### config.mk
export PLATFORM = sky130hd
export DESIGN_NAME = control_plane
export DESIGN_NICKNAME = d
export VERILOG_FILES = /design/src/rtl/control_plane_pkg.sv /design/src/rtl/control_plane_tx_fsm.sv /design/src/rtl/control_plane.sv
export SDC_FILE = /design/constraint.sdc
export NUM_CORES = 1
export LEC_CHECK = 0
export ABC_AREA = 0
export CAP_MARGIN = 20
export CORE_MARGIN = 5
export CORE_UTILIZATION = 45
export CTS_BUF_LIST = sky130_fd_sc_hd__clkbuf_4 sky130_fd_sc_hd__clkbuf_8
export DETAILED_ROUTE_END_ITERATION = 8
export DONT_BUFFER_PORTS = 1
export GPL_ROUTABILITY_DRIVEN = 0
export HOLD_SLACK_MARGIN = 0.03
export PLACE_DENSITY = 0.71
export SETUP_SLACK_MARGIN = 0.05
export SLEW_MARGIN = 10
export SYNTH_ARGS = -nofsm -noshare
export SYNTH_HDL_FRONTEND = slang
export SYNTH_SLANG_ARGS = --single-unit
### constraint.sdc
create_clock -name clk -period 2.6 [get_ports clk]
set_input_delay 0.26 -clock clk [delete_from_list [all_inputs] [get_ports clk]]
set_output_delay 0.26 -clock clk [all_outputs]
set_load 0.005 [all_outputs]
### src/rtl/control_plane_pkg.sv
// Shared types for the control-plane handshake engine: packet layout,
// packet/FSM enums and the control-packet builder.
package control_plane_pkg;

    localparam int PKT_W    = 32;
    localparam int ID_W     = 8;
    localparam int LEN_W    = 8;
    localparam int TYPE_LSB = 30;
    localparam int SRC_LSB  = 22;
    localparam int DST_LSB  = 14;
    localparam int LEN_LSB  = 6;

    typedef enum logic [1:0] {
        PKT_NONE  = 2'b00,
        PKT_REQ   = 2'b01,
        PKT_GRANT = 2'b10,
        PKT_DONE  = 2'b11
    } pkt_type_e;

    typedef enum logic [2:0] {
        TX_IDLE       = 3'd0,
        TX_REQ        = 3'd1,
        TX_WAIT_GRANT = 3'd2,
        TX_XFER       = 3'd3,
        TX_DONE       = 3'd4
    } tx_state_e;

    typedef enum logic [1:0] {
        RX_IDLE  = 2'd0,
        RX_GRANT = 2'd1,
        RX_BUSY  = 2'd2
    } rx_state_e;

    function automatic logic [PKT_W-1:0] pack_ctrl(
        input pkt_type_e         ptype,
        input logic [ID_W-1:0]   src,
        input logic [ID_W-1:0]   dst,
        input logic [LEN_W-1:0]  len
    );
        logic [PKT_W-1:0] pkt;
        pkt                    = {PKT_W{1'b0}};
        pkt[TYPE_LSB +: 2]     = ptype;
        pkt[SRC_LSB +: ID_W]   = src;
        pkt[DST_LSB +: ID_W]   = dst;
        pkt[LEN_LSB +: LEN_W]  = len;
        return pkt;
    endfunction

endpackage

### src/rtl/control_plane_tx_fsm.sv
// Transmit-side handshake: request, wait for grant with timeout, drive the
// data_plane transmit flag and announce completion.
module control_plane_tx_fsm
    import control_plane_pkg::*;
#(
    parameter int GRANT_TIMEOUT = 64
) (
    input  logic              clk,
    input  logic              rst,
    input  logic [ID_W-1:0]   own_id,
    input  logic              gpp_req_tx,
    input  logic [ID_W-1:0]   gpp_dest_id,
    input  logic [LEN_W-1:0]  gpp_tx_len,
    input  logic              grant_for_me,
    input  logic [ID_W-1:0]   pkt_src,
    input  logic              data_tx_complete_flag,
    input  logic              out_blocked,
    output logic              emit_valid,
    output logic [PKT_W-1:0]  emit_pkt,
    output logic              gpp_tx_busy,
    output logic              gpp_tx_err,
    output logic              data_tx_flag
);

    localparam int CNT_W = $clog2(GRANT_TIMEOUT) + 1;
    localparam logic [CNT_W-1:0] CNT_LIMIT = CNT_W'(GRANT_TIMEOUT);
    localparam logic [CNT_W-1:0] CNT_SAT   = {CNT_W{1'b1}};
    localparam logic [CNT_W-1:0] CNT_ZERO  = {CNT_W{1'b0}};

    tx_state_e         state_d, state_q;
    logic [ID_W-1:0]   dest_d, dest_q;
    logic [LEN_W-1:0]  len_d, len_q;
    logic [CNT_W-1:0]  cnt_d, cnt_q;
    logic [CNT_W-1:0]  cnt_inc_s;
    logic              busy_d, busy_q;
    logic              err_d, err_q;
    logic              flag_d, flag_q;

    assign cnt_inc_s = (cnt_q == CNT_SAT) ? cnt_q : cnt_q + CNT_W'(1);

    // Next-state, latched request fields, timeout counter and registered outputs.
    always_comb begin
        state_d = state_q;
        dest_d  = dest_q;
        len_d   = len_q;
        cnt_d   = cnt_q;
        err_d   = 1'b0;
        flag_d  = 1'b0;
        case (state_q)
            TX_IDLE: begin
                cnt_d = CNT_ZERO;
                if (gpp_req_tx) begin
                    if ((gpp_dest_id == own_id) || (gpp_tx_len == 8'd0)) begin
                        err_d = 1'b1;
                    end else begin
                        dest_d  = gpp_dest_id;
                        len_d   = gpp_tx_len;
                        state_d = TX_REQ;
                    end
                end else begin
                    state_d = TX_IDLE;
                end
            end
            TX_REQ: begin
                // A GRANT from the RX side owns the output this cycle; retry next.
                if (!out_blocked) begin
                    state_d = TX_WAIT_GRANT;
                    cnt_d   = CNT_ZERO;
                end else begin
                    state_d = TX_REQ;
                end
            end
            TX_WAIT_GRANT: begin
                if (grant_for_me && (pkt_src == dest_q)) begin
                    state_d = TX_XFER;
                    cnt_d   = CNT_ZERO;
                end else if (cnt_inc_s >= CNT_LIMIT) begin
                    err_d   = 1'b1;
                    state_d = TX_IDLE;
                    cnt_d   = CNT_ZERO;
                end else begin
                    cnt_d = cnt_inc_s;
                end
            end
            TX_XFER: begin
                if (data_tx_complete_flag) begin
                    state_d = TX_DONE;
                end else begin
                    flag_d = 1'b1;
                end
            end
            TX_DONE: begin
                if (!out_blocked) begin
                    state_d = TX_IDLE;
                end else begin
                    state_d = TX_DONE;
                end
            end
            default: begin
                state_d = TX_IDLE;
                cnt_d   = CNT_ZERO;
            end
        endcase
        busy_d = (state_d != TX_IDLE);
    end

    // Packet the TX side wants on the bus this cycle.
    always_comb begin
        emit_valid = 1'b0;
        emit_pkt   = {PKT_W{1'b0}};
        if (state_q == TX_REQ) begin
            emit_valid = 1'b1;
            emit_pkt   = pack_ctrl(PKT_REQ, own_id, dest_q, len_q);
        end else if (state_q == TX_DONE) begin
            emit_valid = 1'b1;
            emit_pkt   = pack_ctrl(PKT_DONE, own_id, dest_q, len_q);
        end else begin
            emit_valid = 1'b0;
        end
    end

    // State and output registers.
    always_ff @(posedge clk or negedge rst) begin
        if (!rst) begin
            state_q <= TX_IDLE;
            dest_q  <= 8'h00;
            len_q   <= 8'h00;
            cnt_q   <= CNT_ZERO;
            busy_q  <= 1'b0;
            err_q   <= 1'b0;
            flag_q  <= 1'b0;
        end else begin
            state_q <= state_d;
            dest_q  <= dest_d;
            len_q   <= len_d;
            cnt_q   <= cnt_d;
            busy_q  <= busy_d;
            err_q   <= err_d;
            flag_q  <= flag_d;
        end
    end

    assign gpp_tx_busy  = busy_q;
    assign gpp_tx_err   = err_q;
    assign data_tx_flag = flag_q;

endmodule

### src/rtl/control_plane.sv
// Per-node control-plane handshake engine: RX grant FSM, output arbitration
// and the transmit FSM that drives data_plane's flags.
module control_plane
    import control_plane_pkg::*;
#(
    parameter int GRANT_TIMEOUT = 64
) (
    input  logic         clk,
    input  logic         rst,
    input  logic [15:0]  node_id,
    input  logic         gpp_req_tx,
    input  logic [7:0]   gpp_dest_id,
    input  logic [7:0]   gpp_tx_len,
    output logic         gpp_tx_busy,
    output logic         gpp_tx_err,
    input  logic [31:0]  control_rx_packet,
    output logic [31:0]  control_tx_packet,
    output logic         data_tx_flag,
    input  logic         data_tx_complete_flag,
    output logic         data_rx_flag,
    input  logic         data_rx_complete_flag,
    output logic [7:0]   data_rx_src_id,
    output logic [7:0]   data_rx_len
);

    pkt_type_e         rx_type_s;
    logic [ID_W-1:0]   own_id_s, rx_src_s, rx_dst_s;
    logic [LEN_W-1:0]  rx_plen_s;
    logic              for_me_s, req_for_me_s, grant_for_me_s, grant_due_s;
    logic              tx_emit_valid_s;
    logic [PKT_W-1:0]  tx_emit_pkt_s;
    logic              unused_s;

    rx_state_e         rx_state_d, rx_state_q;
    logic [ID_W-1:0]   rx_src_d, rx_src_q;
    logic [LEN_W-1:0]  rx_len_d, rx_len_q;
    logic              rx_flag_d, rx_flag_q;
    logic [PKT_W-1:0]  pkt_d, pkt_q;

    assign own_id_s       = node_id[7:0];
    assign rx_type_s      = pkt_type_e'(control_rx_packet[TYPE_LSB +: 2]);
    assign rx_src_s       = control_rx_packet[SRC_LSB +: ID_W];
    assign rx_dst_s       = control_rx_packet[DST_LSB +: ID_W];
    assign rx_plen_s      = control_rx_packet[LEN_LSB +: LEN_W];
    assign for_me_s       = (rx_type_s != PKT_NONE) && (rx_dst_s == own_id_s);
    assign req_for_me_s   = for_me_s && (rx_type_s == PKT_REQ);
    assign grant_for_me_s = for_me_s && (rx_type_s == PKT_GRANT);
    assign grant_due_s    = (rx_state_q == RX_GRANT);
    assign unused_s       = ^{node_id[15:8], control_rx_packet[5:0]};

    control_plane_tx_fsm #(
        .GRANT_TIMEOUT (GRANT_TIMEOUT)
    ) u_tx_fsm (
        .clk                   (clk),
        .rst                   (rst),
        .own_id                (own_id_s),
        .gpp_req_tx            (gpp_req_tx),
        .gpp_dest_id           (gpp_dest_id),
        .gpp_tx_len            (gpp_tx_len),
        .grant_for_me          (grant_for_me_s),
        .pkt_src               (rx_src_s),
        .data_tx_complete_flag (data_tx_complete_flag),
        .out_blocked           (grant_due_s),
        .emit_valid            (tx_emit_valid_s),
        .emit_pkt              (tx_emit_pkt_s),
        .gpp_tx_busy           (gpp_tx_busy),
        .gpp_tx_err            (gpp_tx_err),
        .data_tx_flag          (data_tx_flag)
    );

    // RX FSM: answer a REQ with a GRANT, then hold the receive flag until done.
    always_comb begin
        rx_state_d = rx_state_q;
        rx_src_d   = rx_src_q;
        rx_len_d   = rx_len_q;
        rx_flag_d  = 1'b0;
        case (rx_state_q)
            RX_IDLE: begin
                if (req_for_me_s) begin
                    rx_src_d   = rx_src_s;
                    rx_len_d   = rx_plen_s;
                    rx_state_d = RX_GRANT;
                end else begin
                    rx_state_d = RX_IDLE;
                end
            end
            RX_GRANT: begin
                rx_state_d = RX_BUSY;
            end
            RX_BUSY: begin
                // Further REQs are dropped here; the requester times out on its own.
                if (data_rx_complete_flag) begin
                    rx_state_d = RX_IDLE;
                end else begin
                    rx_flag_d = 1'b1;
                end
            end
            default: begin
                rx_state_d = RX_IDLE;
            end
        endcase
    end

    // Output arbitration: GRANT wins, TX packet otherwise, zeros when idle.
    always_comb begin
        if (grant_due_s) begin
            pkt_d = pack_ctrl(PKT_GRANT, own_id_s, rx_src_q, rx_len_q);
        end else if (tx_emit_valid_s) begin
            pkt_d = tx_emit_pkt_s;
        end else begin
            pkt_d = {PKT_W{1'b0}};
        end
    end

    // RX state and output registers.
    always_ff @(posedge clk or negedge rst) begin
        if (!rst) begin
            rx_state_q <= RX_IDLE;
            rx_src_q   <= 8'h00;
            rx_len_q   <= 8'h00;
            rx_flag_q  <= 1'b0;
            pkt_q      <= 32'h0000_0000;
        end else begin
            rx_state_q <= rx_state_d;
            rx_src_q   <= rx_src_d;
            rx_len_q   <= rx_len_d;
            rx_flag_q  <= rx_flag_d;
            pkt_q      <= pkt_d;
        end
    end

    assign control_tx_packet = pkt_q;
    assign data_rx_flag      = rx_flag_q;
    assign data_rx_src_id    = rx_src_q;
    assign data_rx_len       = rx_len_q;

endmodule

==> metrics.csv <==
stage,metric,value,unit
outcome,run_status,completed,
drt,detailroute.via_count,1954,
finish,area_growth,12.8,%
worst_setup_path,crit_path_cell_trace,xor2_1 -> nor4_1 -> nand3_1 -> o21bai_1 -> nor4_1 -> a211o_1,
sta,grt_setup_unrepaired,no,
sta,setup_violations,0,
worst_setup_path,setup.worst_path.start_class,flop,
synth,synth.yosys.warnings,0,
floorplan,design.die.area,8910,um2
pwr,power.static_leakage,1.74,nW
synth,synth.area.top_cells,"sky130_fd_sc_hd__dfrtp_1 (58%), sky130_fd_sc_hd__mux2_2 (8.1%), sky130_fd_sc_hd__xor2_1 (6.3%)",
clocking,inserted_clock_buffers,9,
sta,fin_worst_skew,0.0139,ns
synth,netlist_area,3210,um2
synth,postSynth.topFlopCell,sky130_fd_sc_hd__dfrtp_1,
clocking,clock_sinks,74,
synth,synth_commonest_cells,"sky130_fd_sc_hd__dfrtp_1 (74), sky130_fd_sc_hd__mux2_2 (23), sky130_fd_sc_hd__xor2_1 (23), sky130_fd_sc_hd__a22o_1 (18), sky130_fd_sc_hd__nand2_1 (10)",
worst_setup_path,path_common_cell,sky130_fd_sc_hd__nor4_1,
finish,post_route_cells_drive_above_1_share,0.229,
synth,netlist_instances,244,
worst_setup_path,critical-path-max-stage-delay,0.49,ns
global_route,initial_antenna_violation_count,0,
sta,hold_viol,0,
drt,drtAntennaViolNets,0,
floorplan,die_y,94.4,um
floorplan,floorplan.initialDensity,0.467,
finish,n_antenna_cell,0,
clocking,clock_insertion_delay_worst_skew,0.34,ns
clocking,number_of_h_tree_branching_levels,3,
global_route,grt_first_pass_wirelength,11500,um
sta,maxSlewViolCount,0,
synth,synth.avg_cell_area,13.1,um2
pwr,ir_drop,0.454,mV
placement,dp_hpwl,5390,um
clocking,clk_pin_slew_worst_paths,0.08,ns
floorplan,ios,121,
drt,first_iter_violations,68,
worst_setup_path,worst-setup-path-type,reg -> reg,
drt,drc_errors,0,
synth,post-synth-top-area-cell,sky130_fd_sc_hd__dfrtp_1,
global_route,grt.total_usage,0.173,
clocking,cts-root-to-sink-buffers,2,
floorplan,chipWidth,94.4,um
sta,final_period_minus_worst_setup_slack,2.14,ns
synth,netlist.area_leader.share,0.578,
synth,synth_most_common_cell,sky130_fd_sc_hd__dfrtp_1,
drt,wl_per_cell,20.7,um
clocking,clock_tree_from_tritoncts,yes,
sta,period_share,0.824,
worst_setup_path,worst_endpoint_required_time,2.83,ns
synth,yosysSeqAreaShare,0.578,
sta,hold-worst-slack,0.0447,ns
pwr,p_total,3.46,mW
hold_path,worstHoldPathType,in -> reg,
worst_setup_path,critical_path.endpoint_type,flop,
placement,placed_cells_incl_taps,338,
finish,total_nets_final,328,
worst_setup_path,crit_path_max_fanout,7,
floorplan,placeable_core_region,6870,um2
finish,layoutNonFillerInstCount,358,
synth,yosysUniqueCellTypes,42,
floorplan,std_cell_rows,30,
synth,post_synthesis_register_bit_count,74,
drt,detail_route.first_pass.iterations,4,
worst_setup_path,crit_arrival,2.37,ns
finish,fillerInstances,604,
placement,place.port_buffers,0,
global_route,grt-ovfl-total,0,
worst_setup_path,critical_path.slowest_cell,sky130_fd_sc_hd__o21bai_1,
sta,max_transition_margin,0.622,
global_route,first_global_vias,2163,
drt,wl,7400,um
drt,routed_via_density,5.46,
pwr,power_per_cell_area,958,nW/um2
sta,worstMarginPinSlew,0.565,ns
sta,fmaxAchievable,0.467,GHz
synth,postSynth.asyncResetShare,1.00,
job,max-cap-violations,0,
sta,setup-tns-final,0,ns
clocking,cts_root_buffer,sky130_fd_sc_hd__clkbuf_8,
global_route,grt_start_max_net_pins,75,
synth,number_of_enable_flip_flop_cells_after_synthesis,0,
-- worst paths after layout --
kind	startpoint	endpoint	slack, ns	depth (start not counted)
hold reg to reg	u_tx_fsm.len_q[4]	control_tx_packet[10]	0.48	1
min in group asynchronous	rst	control_tx_packet[27]	0.45	2
max in group asynchronous	rst	u_tx_fsm.dest_q[6]	1.82	2
setup reg to reg	u_tx_fsm.dest_q[7]	u_tx_fsm.cnt_q[3]	0.46	6
hold / removal	node_id[3]	control_tx_packet[25]	0.04	1
setup / recovery	u_tx_fsm.dest_q[7]	u_tx_fsm.cnt_q[3]	0.46	6
-- metrics by stage --
step | util | instance area, um2 | setup WS (ns)
final | 0.526 | 3610 | 0.457
after global routing | 0.526 | 3610 | 0.316
after CTS | 0.524 | 3600 | 0.498
after detailed placement | 0.482 | 3310 | 0.430
after global placement | 0.482 | 3310 | 0.414
after floorplan | - | 3220 | 0.599
-- placed cells by master, fill, tap and decap left out, types with 2 or more instances in the layout --
cell type,n
sky130_fd_sc_hd__a22o_1,18
sky130_fd_sc_hd__and2_1,8
sky130_fd_sc_hd__buf_4,5
sky130_fd_sc_hd__bufinv_16,3
sky130_fd_sc_hd__clkbuf_8,9
sky130_fd_sc_hd__conb_1,6
sky130_fd_sc_hd__dfrtp_1,74
sky130_fd_sc_hd__dlygate4sd3_1,3
sky130_fd_sc_hd__inv_1,3
sky130_fd_sc_hd__mux2_2,23
sky130_fd_sc_hd__mux2_4,9
sky130_fd_sc_hd__mux2i_1,2
sky130_fd_sc_hd__nand2_1,10
sky130_fd_sc_hd__nand2b_1,5
sky130_fd_sc_hd__nand3_1,8
sky130_fd_sc_hd__nor2_1,3
sky130_fd_sc_hd__nor2b_1,2
sky130_fd_sc_hd__nor3_1,3
sky130_fd_sc_hd__nor3b_1,2
sky130_fd_sc_hd__nor4_1,7
sky130_fd_sc_hd__o21ai_0,6
sky130_fd_sc_hd__o31ai_1,2
sky130_fd_sc_hd__or2_2,2
sky130_fd_sc_hd__xnor2_1,3
sky130_fd_sc_hd__xor2_1,23
-- metal layers --
metal | GRT usage | up-vias | wire length (um)
met3 | 0.0566 | 11 | 492
met2 | 0.293 | 63 | 3850
met5 | 0 | - | 0
met1 | 0.204 | 993 | 2930
li1 | - | 887 | -
met4 | 0.0674 | 0 | 126
-- state kept, by name, summed over array words and instances, names as in the netlist --
name,count
data_rx_src_id,8
u_tx_fsm.len_q,8
rx_state_q,2
data_rx_flag,1
u_tx_fsm.state_q,3
u_tx_fsm.data_tx_flag,1
u_tx_fsm.dest_q,8
u_tx_fsm.cnt_q,7
control_tx_packet,26
u_tx_fsm.gpp_tx_err,1
data_rx_len,8
u_tx_fsm.gpp_tx_busy,1
-- worst max-delay path: cells and delay by family (launching register included) --
kind / cells / cell delay [ns]
and+or+nand+nor: 3 / 0.69
xor gates and xnor gates: 1 / 0.17
AOI/OAI and AO/OA: 2 / 0.77
DFF: 1 / 0.41
-- timing repair --
| action | CTS | global route |
|---|---|---|
| hold endpoints to repair | 75 | 1 |
| hold buffers | 3 | 1 |
| setup buffers | 0 | 0 |
| gates resized for setup | 0 | 0 |
| endpoints found under the setup margin | 0 | 0 |
-- power breakdown --
| group | internal (mW) | leakage [nW] | total (mW) | switching (mW) |
|---|---|---|---|---|
| Clock | 0.637 | 0.116 | 1.07 | 0.434 |
| Sequential | 1.43 | 0.983 | 1.66 | 0.228 |
| Combinational | 0.376 | 0.637 | 0.734 | 0.359 |
-- final cells by class --
class / count / area (um2) / share of cell area
flip-flops and latches: 74 / 1850 / 0.512
multi-input cells: 159 / 1270 / 0.352
clock buffers: 9 / 124 / 0.0343
repair buffers: 11 / 120 / 0.0332
well taps: 96 / 120 / 0.0332
clock inverters: 6 / 115 / 0.0318
inverters: 3 / 11.3 / 0.00312
-- cell families after synthesis --
kind of cell	synth area share
AOI/OAI and AO/OA	0.0847
xor gates and xnor gates	0.0710
adders and majority gates	0.00390
buffers and inverters	0.0336
DFF	0.578
muxes	0.129
other	0.00117
and+or+nand+nor	0.0988
Power figures use the tool's default switching activity.
